--- config.mk ---
export PLATFORM = sky130hd
export DESIGN_NAME = sbox_lane_scheduler
export DESIGN_NICKNAME = d
export VERILOG_FILES = /design/src/rtl/sbox_lane_scheduler.sv
export SDC_FILE = /design/constraint.sdc
export NUM_CORES = 1
export LEC_CHECK = 0
export BUFFER_PORTS_ARGS = -buffer_cell sky130_fd_sc_hd__buf_2
export CORE_MARGIN = 8
export CORE_UTILIZATION = 25
export CTS_BUF_LIST = sky130_fd_sc_hd__clkbuf_2
export CTS_CLUSTER_DIAMETER = 200
export DETAILED_ROUTE_END_ITERATION = 10
export HOLD_SLACK_MARGIN = 0.08
export MAX_ROUTING_LAYER = met4
export PLACE_DENSITY = 0.49
export REMOVE_ABC_BUFFERS = 1
export SYNTH_ARGS = -nofsm -noshare
export SYNTH_HDL_FRONTEND = slang
export SYNTH_SLANG_ARGS = --single-unit
--- constraint.sdc ---
create_clock -name clk -period 8 [get_ports clk]
set_input_delay 0.8 -clock clk [delete_from_list [all_inputs] [get_ports clk]]
set_output_delay 0.8 -clock clk [all_outputs]
set_load 0.05 [all_outputs]
--- src/rtl/sbox_lane_scheduler.sv ---
// sbox_lane_scheduler
// Shares one 32-bit forward S-box lane between the cipher round datapath
// (128-bit SubBytes, four column beats) and the key expansion (32-bit
// SubWord, one beat). Arbitration alternates on contention via a
// last-grant bit; results are held until the next completion of the
// same requester.
module sbox_lane_scheduler #(
    parameter bit KEY_FIRST = 1'b1
) (
    input  logic         clk,
    input  logic         rst,
    input  logic         st_valid,
    input  logic [127:0] st_data,
    output logic         st_ready,
    output logic         st_done,
    output logic [127:0] st_result,
    input  logic         kw_valid,
    input  logic [31:0]  kw_data,
    output logic         kw_ready,
    output logic         kw_done,
    output logic [31:0]  kw_result,
    output logic [31:0]  lane_in,
    input  logic [31:0]  lane_out
);

    typedef enum logic [1:0] {
        S_IDLE = 2'd0,
        S_KEY  = 2'd1,
        S_ST   = 2'd2
    } state_t;

    // lg_key = 1 means the key requester won the most recent grant.
    // With KEY_FIRST the reset value claims "state" went last so key wins first.
    localparam bit LG_KEY_RST = !KEY_FIRST;

    state_t        state;
    logic [1:0]    beat;
    logic          lg_key;
    logic [127:0]  st_buf;
    logic [31:0]   kw_buf;
    logic [95:0]   shadow;
    logic          st_acc;
    logic          kw_acc;
    logic          is_idle;

    assign is_idle  = (state == S_IDLE);
    // On contention the requester that did not win last time gets the lane.
    assign kw_ready = is_idle && kw_valid && (!st_valid || !lg_key);
    assign st_ready = is_idle && st_valid && (!kw_valid ||  lg_key);
    assign kw_acc   = kw_valid && kw_ready;
    assign st_acc   = st_valid && st_ready;

    // Lane input: captured word during KEY, the column selected by beat during ST.
    always_comb begin
        lane_in = 32'd0;
        case (state)
            S_KEY: lane_in = kw_buf;
            S_ST: begin
                case (beat)
                    2'd0:    lane_in = st_buf[127:96];
                    2'd1:    lane_in = st_buf[95:64];
                    2'd2:    lane_in = st_buf[63:32];
                    default: lane_in = st_buf[31:0];
                endcase
            end
            default: lane_in = 32'd0;
        endcase
    end

    // Control, sequencing and result registers; reset discards any job in flight.
    always_ff @(posedge clk or posedge rst) begin
        if (rst) begin
            state     <= S_IDLE;
            beat      <= 2'd0;
            lg_key    <= LG_KEY_RST;
            st_done   <= 1'b0;
            kw_done   <= 1'b0;
            st_result <= 128'd0;
            kw_result <= 32'd0;
        end else begin
            st_done <= 1'b0;
            kw_done <= 1'b0;
            case (state)
                S_IDLE: begin
                    beat <= 2'd0;
                    if (kw_acc) begin
                        state  <= S_KEY;
                        lg_key <= 1'b1;
                    end else if (st_acc) begin
                        state  <= S_ST;
                        lg_key <= 1'b0;
                    end
                end
                S_KEY: begin
                    kw_result <= lane_out;
                    kw_done   <= 1'b1;
                    state     <= S_IDLE;
                end
                S_ST: begin
                    beat <= beat + 2'd1;
                    if (beat == 2'd3) begin
                        // Publish the whole state at once so no partial value is visible.
                        st_result <= {shadow, lane_out};
                        st_done   <= 1'b1;
                        state     <= S_IDLE;
                    end
                end
                default: begin
                    state <= S_IDLE;
                    beat  <= 2'd0;
                end
            endcase
        end
    end

    // Job buffers and the column shadow; pure data, no reset needed.
    always_ff @(posedge clk) begin
        if (kw_acc) begin
            kw_buf <= kw_data;
        end
        if (st_acc) begin
            st_buf <= st_data;
        end
        if (state == S_ST) begin
            case (beat)
                2'd0:    shadow[95:64] <= lane_out;
                2'd1:    shadow[63:32] <= lane_out;
                2'd2:    shadow[31:0]  <= lane_out;
                default: shadow        <= shadow;
            endcase
        end
    end

endmodule

Word level (Yosys, flattened, before mapping)

Index checks and enable logic that the tools add are counted.

Input port bits: 196
Word-level logic and storage cells: 52
Output and inout bits: 196
Flip-flop bits (word level): 423

Equality and inequality tests: 7
$add $sub $neg: 1
Multiplexer cells: 12
Reduce and logical (&&, ||, !) cells: 20

Operators with widths:

| operator              | count |
|---|---|
| $pmux W32 S3          | 1 |
| $pmux W32 S2          | 1 |
| $reduce_and A2 Y1     | 6 |
| $pmux W2 S2           | 2 |
| $eq A2 B2 Y1 const B  | 3 |
| $logic_and A1 B1 Y1   | 6 |
| $mux W2               | 3 |
| $mux W1               | 5 |
| $eq A2 B1 Y1 const B  | 2 |
| $logic_not A2 Y1      | 2 |
| $logic_not A1 Y1      | 3 |
| $ne A3 B3 Y1 const B  | 1 |
| $add A2 B1 Y2 const B | 1 |
| $logic_or A1 B1 Y1    | 2 |
| $ne A2 B2 Y1 const B  | 1 |
| $reduce_bool A2 Y1    | 1 |

Logic depth before layout (Yosys ltp)

Depth after elaboration: 7
Mapped depth: 7
Depth with buffers taken out: 5

Worst setup path before layout

Ideal clock, no wire load.

Path kind: input-to-reg
Start point: in st_valid
End point: reg st_buf[0] (enable)
Required time: 7.342 ns
Buffers on the path: 0
Setup slack: 0.278 ns
Stages on the path: 2
Library setup time: 0.658 ns
Data arrival time: 7.064 ns
Cells stage by stage: nand2_1 -> a21oi_1

Longest elaborated chain between the ends: 3

Ends and longest elaborated chain:

| item                             | RTL line | text |
|---|---|---|
| start, declared                  | 12       | `input logic st_valid,` |
| $logic_and A1 B1 Y1 (2 in a row) | 49       | `assign st_ready = is_idle && st_valid && (!kw_valid \|\| lg_key);` |
| $logic_and A1 B1 Y1 (*)          | 51       | `assign st_acc = st_valid && st_ready;` |
| net st_acc                       | 42       | `logic st_acc;` |
| end signal, assigned             | 122      | `st_buf <= st_data;` |
| end, declared                    | 39       | `logic [127:0] st_buf;` |

Mark *: on every way through the listed nets, which the timed path passes. The rest lies on a longest branch.
A chain may end at the register's enable or synchronous reset.

Worst setup path in the final report

Start point: reg beat[0]
End point: out lane_in[7]

Longest elaborated chain between the ends: 3
Elaborated cells on any way between the ends: 5
Classes of those cells: 2 x eq/ne; 2 x mux; 1 x reduce/logical

Ends and longest elaborated chain:

| item                                       | RTL line | text |
|---|---|---|
| start, declared                            | 37       | `logic [1:0] beat;` |
| start signal, assigned                     | 100      | `beat <= beat + 2'd1;` |
| $eq A2 B2 Y1, or another cell as far along | 59       | `case (beat)` |
| $pmux W32 S3 (*)                           | 59       |  |
| $pmux W32 S2 (*)                           | 56       | `case (state)` |
| end, declared                              | 22       | `output logic [31:0] lane_in,` |

Mark *: on every way between the ends. The rest lies on a longest branch, timed or not.

==> insert_results.sql <==
INSERT INTO impl_metrics (metric_group, metric, value, unit) VALUES
('yosys', 'synthesis.area', '15400', 'sq um'),
('place', 'globalplace.congestion', '0.833', ''),
('worst_setup_path', 'criticalPathCategory', 'flip-flop to output pin', ''),
('global_routing', 'first_global_vias', '11200', ''),
('worst_setup_path', 'timing.critical_path.from_type', 'flip-flop', ''),
('yosys', 'yosys_register_bits', '423', ''),
('global_routing', 'overall_global_routing_resource_usage', '12.8', '%'),
('worst_setup_path', 'reg2reg_slack', '4.69', 'ns'),
('floorplanning', 'floorplan.core_area', '61400', 'sq um'),
('sta', 'drv_slew', '0', ''),
('yosys', 'ys_types', '26', ''),
('yosys', 'synth_top_family_by_area', 'multiplexers', ''),
('cts', 'cts_buffer_depth', '3', ''),
('place', 'dp_hpwl', '27500', 'um'),
('yosys', 'netlist_instances', '793', ''),
('worst_setup_path', 'slowest_stage', 'sky130_fd_sc_hd__ha_2', ''),
('layout', 'post_route_non_filler_standard_cell_count', '2360', ''),
('cts', 'clkLatencyLatePin', '1.10', 'ns'),
('floorplanning', 'start_util', '25.1', '%'),
('route', 'post_drt_wl_per_cell', '18.7', 'um'),
('cts', 'cts_made_buffers', '112', ''),
('yosys', 'synth_fa_ha_area_share', '0.568', '%'),
('place', 'portBuffers', '391', ''),
('yosys', 'synthTopCellsByArea', 'sky130_fd_sc_hd__edfxtp_1 50%, sky130_fd_sc_hd__dfrtp_1 27%, sky130_fd_sc_hd__mux2_2 9.6%', ''),
('worst_setup_path', 'timing.critical_path.required', '7.20', 'ns'),
('cts', 'postCtsHoldBufs', '196', ''),
('layout', 'filler_cell_count', '5973', ''),
('layout', 'finalInstanceArea', '21300', 'sq um'),
('status', 'status', 'complete, no violations', ''),
('power_and_ir_drop', 'power.total', '6.88', 'mW'),
('layout', 'mostFrequentLayoutCells', '391 x sky130_fd_sc_hd__buf_2, 256 x sky130_fd_sc_hd__edfxtp_1, 196 x sky130_fd_sc_hd__dlygate4sd3_1', ''),
('yosys', 'synth_top_area_share', '49.8', '%'),
('floorplanning', 'pin_count', '392', ''),
('worst_setup_path', 'worstSetupEndpointType', 'output pin', ''),
('layout', 'register_area', '11900', 'sq um'),
('cts', 'tritoncts', 'done', ''),
('global_routing', 'antenna_violations_before_repair', '5', ''),
('route', 'routed_via_density', '4.16', ''),
('sta', 'post-route-min-period', '4.33', 'ns'),
('cts', 'htreeDepth', '3', ''),
('global_routing', 'wire_length_of_the_first_global_routing_pass', '67200', 'um'),
('yosys', 'synth-simple-area-share', '0.519', '%'),
('cts', 'cts_clock_pin_slew_for_the_worst_setup_and_hold_paths', '0.10', 'ns'),
('sta', 'rsz_0062_raised_after_global_routing', 'false', ''),
('floorplanning', 'chipWidth', '264', 'um'),
('yosys', 'yosys.area_share.xor_xnor', '0', '%'),
('yosys', 'mux_contribution_to_synthesized_area', '14.5', '%'),
('yosys', 'post_synth.cell_area_avg', '19.5', 'sq um'),
('global_routing', 'global_route.overflow_total', '0', ''),
('worst_hold_path', 'hp-class', 'input port to flip-flop', ''),
('route', 'drt-pass1-iter-count', '5', ''),
('place', 'post-place-cells', '1947', ''),
('power_and_ir_drop', 'power.ir.vdd_worst', '188', 'uV'),
('worst_setup_path', 'crit_family', 'adder cells', ''),
('route', 'drc', '0', ''),
('cts', 'post_cts.repair.setup_buffers', '0', ''),
('worst_setup_path', 'worstPathCellList', 'inv_1 -> ha_2 -> a222oi_1 -> mux2i_1 -> a22o_1 -> buf_2', ''),
('route', 'detail-route-antenna-nets', '0', ''),
('yosys', 'synth.largest_area_cell', 'sky130_fd_sc_hd__edfxtp_1', ''),
('place', 'place_area', '18200', 'sq um'),
('global_routing', 'grt_max_degree', '106', ''),
('cts', 'cts.root.buffer_cell', 'sky130_fd_sc_hd__clkbuf_2', ''),
('sta', 'maxSlewHeadroom', '29.0', '%'),
('yosys', 'ys.warnings.count', '0', ''),
('layout', 'areaGrowthSynthToFinish', '37.9', '%'),
('power_and_ir_drop', 'power-per-cell-area', '323', 'nW/um^2'),
('sta', 'max_freq', '231', 'MHz'),
('power_and_ir_drop', 'static-leakage-power', '9.58', 'nW'),
('sta', 'worst_clock_skew', '0.0461', 'ns'),
('worst_setup_path', 'worst_ep_arrival_time', '3.53', 'ns'),
('layout', 'nets', '1670', '');
-- path summary, 6_finish.rpt --
path                             start        endpoint  cells past startpoint
hold / removal             kw_data[30]      kw_buf[30]                      2
max in group asynchronous          rst  st_result[100]                      4
setup / recovery               beat[0]      lane_in[7]                      6
hold reg to reg             shadow[88]  st_result[120]                      1
setup reg to reg               beat[0]  st_result[109]                      6
min in group asynchronous          rst  st_result[113]                      3
-- flip-flops by register name, summed over array words and instances (netlist names) --
register   count
shadow        96
beat           2
kw_buf        32
state          2
st_result    128
st_buf       128
lg_key         1
kw_done        1
st_done        1
kw_result     32
-- cell type report --
type                       instances  share of cell area, %
sequential                       423                   55.8
tap                              790                   4.64
inverter                          41                  0.770
antenna                            7                 0.0823
timing repair buffer             601                   18.9
clock inverter                    29                   1.03
multi-input combinational        288                   14.6
clock buffer                     181                   4.26
-- kinds of logic (layout without fill, tap and decap cells) --
| family | count (synthesis) | after routing |
|---|---|---|
| flops | 423 | 423 |
| mux | 192 | 192 |
| buf+inv | 82 | 852 |
| compound gates | 75 | 75 |
| simple gates | 14 | 14 |
| fa+ha+maj | 7 | 7 |
| other cells | 0 | 7 |
-- metal layers --
layer  share of wire [%]  track usage, %  wire (um)  vias to the layer above
li1                    -               -          -                     4467
met2                  45            19.1      19900                      447
met4                 2.4            4.79       1050                        0
met1                  45            15.8      19900                     4824
met3                 7.7            4.54       3410                       76
met5                   0               -          0                        -
-- cells in the mapped netlist (all sizes together) --
library cell	number
dfrtp	167
inv	41
o21ai	3
nand2b	3
and2	5
buf	35
a21oi	5
o2bb2ai	1
a22o	32
a222oi	32
mux2i	32
a21boi	1
mux2	160
ha	7
clkbuf	6
edfxtp	256
a21o	1
nand2	6
-- metrics by stage --
stage	util (%)	setup slack, ns
2_1_floorplan	-	0.278
3_3_place_gp	29.6	4.67
3_5_place_dp	29.6	4.60
4_1_cts	34.7	3.38
5_1_grt	34.7	3.29
6_report	34.7	3.67
-- report_power, final --
part	internal (mW)	total [mW]	switching (mW)
Combinational	0.627	2.28	1.65
Sequential	2.81	2.98	0.171
Clock	0.702	1.62	0.919
-- worst reg2reg max path, stage by stage (launching register included) --
cell and delay, ns:
sky130_fd_sc_hd__dfrtp_1 0.42, sky130_fd_sc_hd__ha_2 0.19, sky130_fd_sc_hd__buf_4 0.56, sky130_fd_sc_hd__nand2_4 0.15, sky130_fd_sc_hd__inv_6 0.46, sky130_fd_sc_hd__buf_4 0.85
sky130_fd_sc_hd__mux2_2 0.55
Power figures use the tool's default switching activity.
